### src/rtl/fir_seq_ctrl.sv
// Run sequencer for the 32-tap symmetric FIR: streams one block of input samples,
// keeps the pipeline fed with zeros while it drains, and stores the outputs.
module fir_seq_ctrl #(
    parameter int N_SAMPLES = 1024,
    parameter int ADDR_W    = 10,
    parameter int FLUSH_MAX = 64
) (
    input  logic              clk,
    input  logic              rst,
    input  logic              start,
    input  logic              abort,
    output logic              busy,
    output logic              done,
    output logic              err,
    output logic              in_rd_en,
    output logic [ADDR_W-1:0] in_rd_addr,
    input  logic [15:0]       in_rd_data,
    output logic              fir_data_valid,
    output logic [15:0]       fir_data,
    input  logic              fir_valid,
    input  logic [15:0]       fir_d,
    output logic              out_wr_en,
    output logic [ADDR_W-1:0] out_wr_addr,
    output logic [15:0]       out_wr_data,
    output logic [ADDR_W:0]   out_count
);

    localparam int RD_W = $clog2(N_SAMPLES + 1);
    localparam int FL_W = $clog2(FLUSH_MAX + 1);
    localparam logic [RD_W-1:0]   RD_LAST  = RD_W'(N_SAMPLES - 1);
    localparam logic [FL_W-1:0]   FL_LAST  = FL_W'(FLUSH_MAX - 1);
    localparam logic [ADDR_W:0]   OUT_FULL = (ADDR_W + 1)'(N_SAMPLES);
    localparam logic [ADDR_W:0]   OUT_LAST = (ADDR_W + 1)'(N_SAMPLES - 1);

    typedef enum logic [1:0] {IDLE, STREAM, FLUSH, DONE} state_t;

    state_t            state_reg, state_next;
    logic [RD_W-1:0]   rd_cnt_reg;
    logic [FL_W-1:0]   flush_cnt_reg;
    logic [ADDR_W:0]   out_count_reg;
    logic              err_reg;
    logic              rd_en_d_reg;
    logic              flush_d_reg;
    logic              wr_en_reg;
    logic [ADDR_W-1:0] wr_addr_reg;
    logic [15:0]       wr_data_reg;

    logic running, capture, last_capture, timeout;

    always_comb begin
        running      = (state_reg == STREAM) || (state_reg == FLUSH);
        capture      = running && !abort && fir_valid && (out_count_reg < OUT_FULL);
        last_capture = capture && (out_count_reg == OUT_LAST);
        // Completing the last capture on the final flush cycle is a success, not a timeout.
        timeout      = (state_reg == FLUSH) && !abort && !last_capture && (flush_cnt_reg == FL_LAST);
    end

    always_ff @(posedge clk or posedge rst) begin
        if (rst) begin
            state_reg <= IDLE;
        end else begin
            state_reg <= state_next;
        end
    end

    always_comb begin
        state_next = state_reg;
        case (state_reg)
            IDLE:    if (start) state_next = STREAM;
            STREAM: begin
                if (abort)                       state_next = IDLE;
                else if (last_capture)           state_next = DONE;
                else if (rd_cnt_reg == RD_LAST)  state_next = FLUSH;
            end
            FLUSH: begin
                if (abort)                       state_next = IDLE;
                else if (last_capture || timeout) state_next = DONE;
            end
            DONE:    state_next = IDLE;
            default: state_next = IDLE;
        endcase
    end

    always_ff @(posedge clk or posedge rst) begin
        if (rst) begin
            rd_cnt_reg    <= '0;
            flush_cnt_reg <= '0;
            out_count_reg <= '0;
            err_reg       <= 1'b0;
            rd_en_d_reg   <= 1'b0;
            flush_d_reg   <= 1'b0;
            wr_en_reg     <= 1'b0;
            wr_addr_reg   <= '0;
            wr_data_reg   <= '0;
        end else begin
            rd_en_d_reg <= (state_reg == STREAM);
            flush_d_reg <= (state_reg == FLUSH);
            wr_en_reg   <= capture;
            if (state_reg == IDLE && start) begin
                rd_cnt_reg    <= '0;
                flush_cnt_reg <= '0;
                out_count_reg <= '0;
                err_reg       <= 1'b0;
            end
            if (state_reg == STREAM) rd_cnt_reg <= rd_cnt_reg + RD_W'(1);
            if (state_reg == FLUSH)  flush_cnt_reg <= flush_cnt_reg + FL_W'(1);
            if (timeout) err_reg <= 1'b1;
            if (capture) begin
                wr_addr_reg   <= out_count_reg[ADDR_W-1:0];
                wr_data_reg   <= fir_d;
                out_count_reg <= out_count_reg + (ADDR_W + 1)'(1);
            end
        end
    end

    // Feed valid is masked outside STREAM/FLUSH so it drops the cycle DONE or an abort lands.
    always_comb begin
        busy           = running;
        done           = (state_reg == DONE);
        err            = err_reg;
        in_rd_en       = (state_reg == STREAM);
        in_rd_addr     = '0;
        if (state_reg == STREAM) in_rd_addr = ADDR_W'(rd_cnt_reg);
        fir_data_valid = running && (rd_en_d_reg || flush_d_reg);
        fir_data       = '0;
        if (fir_data_valid && rd_en_d_reg) fir_data = in_rd_data;
        out_wr_en      = wr_en_reg;
        out_wr_addr    = wr_addr_reg;
        out_wr_data    = wr_data_reg;
        out_count      = out_count_reg;
    end

endmodule

### config.mk
export PLATFORM = sky130hd
export DESIGN_NAME = fir_seq_ctrl
export DESIGN_NICKNAME = d
export VERILOG_FILES = /design/src/rtl/fir_seq_ctrl.sv
export SDC_FILE = /design/constraint.sdc
export NUM_CORES = 1
export LEC_CHECK = 0
export CORE_ASPECT_RATIO = 1.25
export CORE_MARGIN = 2
export CORE_UTILIZATION = 48
export DETAILED_ROUTE_END_ITERATION = 16
export HOLD_SLACK_MARGIN = 0.12
export PLACE_DENSITY_LB_ADDON = 0.05
export SLEW_MARGIN = 20
export SYNTH_ARGS = -nofsm -noshare
export SYNTH_HDL_FRONTEND = slang
export SYNTH_SLANG_ARGS = --single-unit
### constraint.sdc
create_clock -name clk -period 5.5 [get_ports clk]
set_input_delay 1.1 -clock clk [delete_from_list [all_inputs] [get_ports clk]]
set_output_delay 1.1 -clock clk [all_outputs]
set_load 0.005 [all_outputs]
==> summary.txt <==
Timing
  • Min Clock Period, post-route: 3519 ps
  • Max-Slew Margin vs Limit: 0.3717
  • Final hold viol count: 0
  • RSZ-0062 raised after global routing: false
  • Setup TNS: 0 ps
  • Highest clock rate: 284.2 MHz
  • Final setup fails: 0
  • Setup Skew: slightly below 8 ps
  • Period utilisation layout: 0.6398
  • Pins Over Slew Limit: 0
  • Hold WS: 474.5 ps
  • Least-Margin Pin Slew: 942.5 ps

Yosys
  • Post-synth cell types: 39
  • Dominant cell type by area after synthesis: dfrtp_1
  • Post-synth top area share: 0.5245
  • Synthesized area: a little under 3000 um^2
  • Ranking of synthesized cells by area: dfrtp_1 52%, nand2_1 14%, o21ai_0 6.7%
  • Post-synthesis register bit count: slightly above 60
  • Number of synthesized flops with an enable pin: 0
  • Mapped Cells: about 330
  • Asr flop ratio synth: 1.000
  • Avg Inst Size Synth: 8.846 um^2
  • Synth Net Count: 374
  • Seq/Total Area, Yosys: 0.5245
  • Prevailing post-synth register cell: dfrtp_1
  • Yosys warning total: 0

Global routing
  • GRT overflow: 0
  • Pin count of the biggest net entering global routing: 62
  • Vias in the first global route: 2,608
  • Antenna violations before repair: 0
  • Global-route wire length before repair: 11.65 mm
  • Total GRT Usage: 0.2189

CTS
  • Worst-Skew Late Latency: 330 ps
  • Clock-pin slew on the worst setup and hold paths: about 70 ps
  • Post_cts resized: 0
  • CTS H-tree depth: 3
  • Total CTS buffers: 9
  • Postcts setup bufs: 0
  • CTS tree: yes
  • Clock Tree Buf Depth: 2
  • Sink Count: 61
  • Quantity of hold-fixing buffers added after cts: 0
  • CTS root buf: clkbuf_8

Worst setup path
  • Data required time of the worst path: 4400 ps
  • Worst setup EP type: output port
  • FF-to-FF Start: state_reg[0]
  • Reg2reg path depth: 8
  • Crit path max fanout: 34
  • R2R setup slack: 2930 ps
  • Worst setup path start: state_reg[1]
  • Crit Reg-Reg Endpoint: out_count[6]
  • Worst Setup EP: in_rd_addr[4]
  • Worst EP arrival: about 2400 ps
  • Setup CP Type: flip-flop to output port
  • Crit start category: flip-flop

Detailed routing
  • First DRT Iteration DRCs: 155
  • Vias: around 2,700
  • Routed WL: around 6.9 mm
  • # DRC: 0
  • Average wire per standard cell: roughly 14 um
  • Initial DRT Pass Iterations: 4
  • Via density: about 5.3
  • Final antenna-violating net count: 0

Final layout
  • Commonest non-fill, non-tap cell in the layout: nand2_1
  • # fillers: around 470
  • Nets: about 480
  • Most frequent cells in the layout: 107 x nand2_1, 105 x clkdlybuf4s50_1, 61 x dfrtp_1
  • Layout area overhead: 44.93%
  • Fin cells: approximately 500
  • Layout cells sized above 1: 0.05936
  • Max reg flops: 16
  • Antenna Cells: 0

Floorplan
  • Num ports: between 100 and 150
  • FP Rows: 31
  • Full die area: between 6000 and 7000 um^2
  • Core area: 5818 um^2
  • Die W: roughly 74 um
  • Die Ht: roughly 91 um
  • Initial core utilization: 0.5002

Placement
  • DP Wirelength: 4.715 mm
  • RD Place Congestion: about 0.84
  • Placed insts: roughly 490
  • PortBufs: around 110

Run
  • # Max-Cap Violations: 0

Power and ir drop
  • Leakage: 0.001952 uW
  • VDD IR max: roughly 280 uV
  • Overall power: 1833 uW
  • PwrDens: ~430 nW/um^2

Outcome
  • Status: finished clean

Worst hold path
  • Hold WC Path Type: flip-flop to flip-flop
[layer usage]
layer | track usage | share of wire | up-vias
met1 | 0.2580 | 0.42 | 1261
met5 | 0 | 0 | -
met3 | 0.06437 | 0.077 | 4
met4 | 0.06818 | 0.0064 | 0
li1 | - | - | 1321
met2 | 0.3757 | 0.50 | 100
[area by class of cell]
class,count,area [um^2],area share
Clock buffer,11,131.4,0.03115
Clock inverter,5,75.07,0.01780
Inverter,5,18.77,0.004450
Multi-Input combinational cell,248,1310,0.3106
Sequential cell,61,1526,0.3619
Tap cell,66,82.58,0.01958
Timing Repair Buffer,108,1074,0.2545
[worst min-delay path by stage]
stage / from / endpoint / slack [ps] / depth (start not counted)
2_1_floorplan: rd_cnt_reg[10] / rd_cnt_reg[10] / 440 / 1
3_3_place_gp: out_wr_data[1] / out_wr_data[1] / 460 / 2
3_5_place_dp: out_wr_data[15] / out_wr_data[15] / 460 / 2
4_1_cts: out_wr_data[9] / out_wr_data[9] / 480 / 2
5_1_grt: out_wr_addr[7] / out_wr_addr[7] / 500 / 2
6_report: out_wr_data[9] / out_wr_data[9] / 470 / 2
[synth_stat cells, types with 3 or more instances]
library cell,instances
nand2_1,107
dfrtp_1,61
o21ai_0,39
and3_1,17
nor2_1,13
clkbuf_1,12
and2_1,9
nand4_1,9
ha_1,8
nand3_1,7
a21oi_1,4
a31oi_1,4
inv_1,4
mux2i_1,3
nor2b_1,3
o211ai_1,3
[cells by family (layout without fill, tap and decap cells)]
group | count (synthesis) | in the layout | synth area share
xor+xnor | 4 | 4 | 0.01204
buf+inv | 20 | 129 | 0.02708
flops | 61 | 61 | 0.5245
compound gates | 59 | 59 | 0.1178
simple gates | 173 | 173 | 0.2700
mux | 4 | 4 | 0.01419
fa+ha+maj | 8 | 8 | 0.03440
[per-stage QoR]
stage | utilization | instance area, um^2 | worst slack, ps
finish | 0.7249 | 4218 | 1981
global route | 0.7249 | 4218 | 1788
CTS | 0.7249 | 4218 | 1974
detailed placement | 0.6895 | 4011 | 2167
global placement | 0.6895 | 4011 | 2206
floorplan | - | 2910 | 2887
[report_power, final]
group	leakage [uW]	switching (uW)	total (uW)	internal, uW
Combinational	0.00103	350	766	416
Sequential	0.000814	90.6	649	558
Clock	0.000107	164	417	253
[worst max-delay path, cell delays in order, from the launching register on]
cell             delay, ps
dfrtp_1                400
inv_1                  130
ha_1                   790
and2_2                 270
clkdlybuf4s50_1        490
Note: power is estimated with default switching activity, not from simulation.
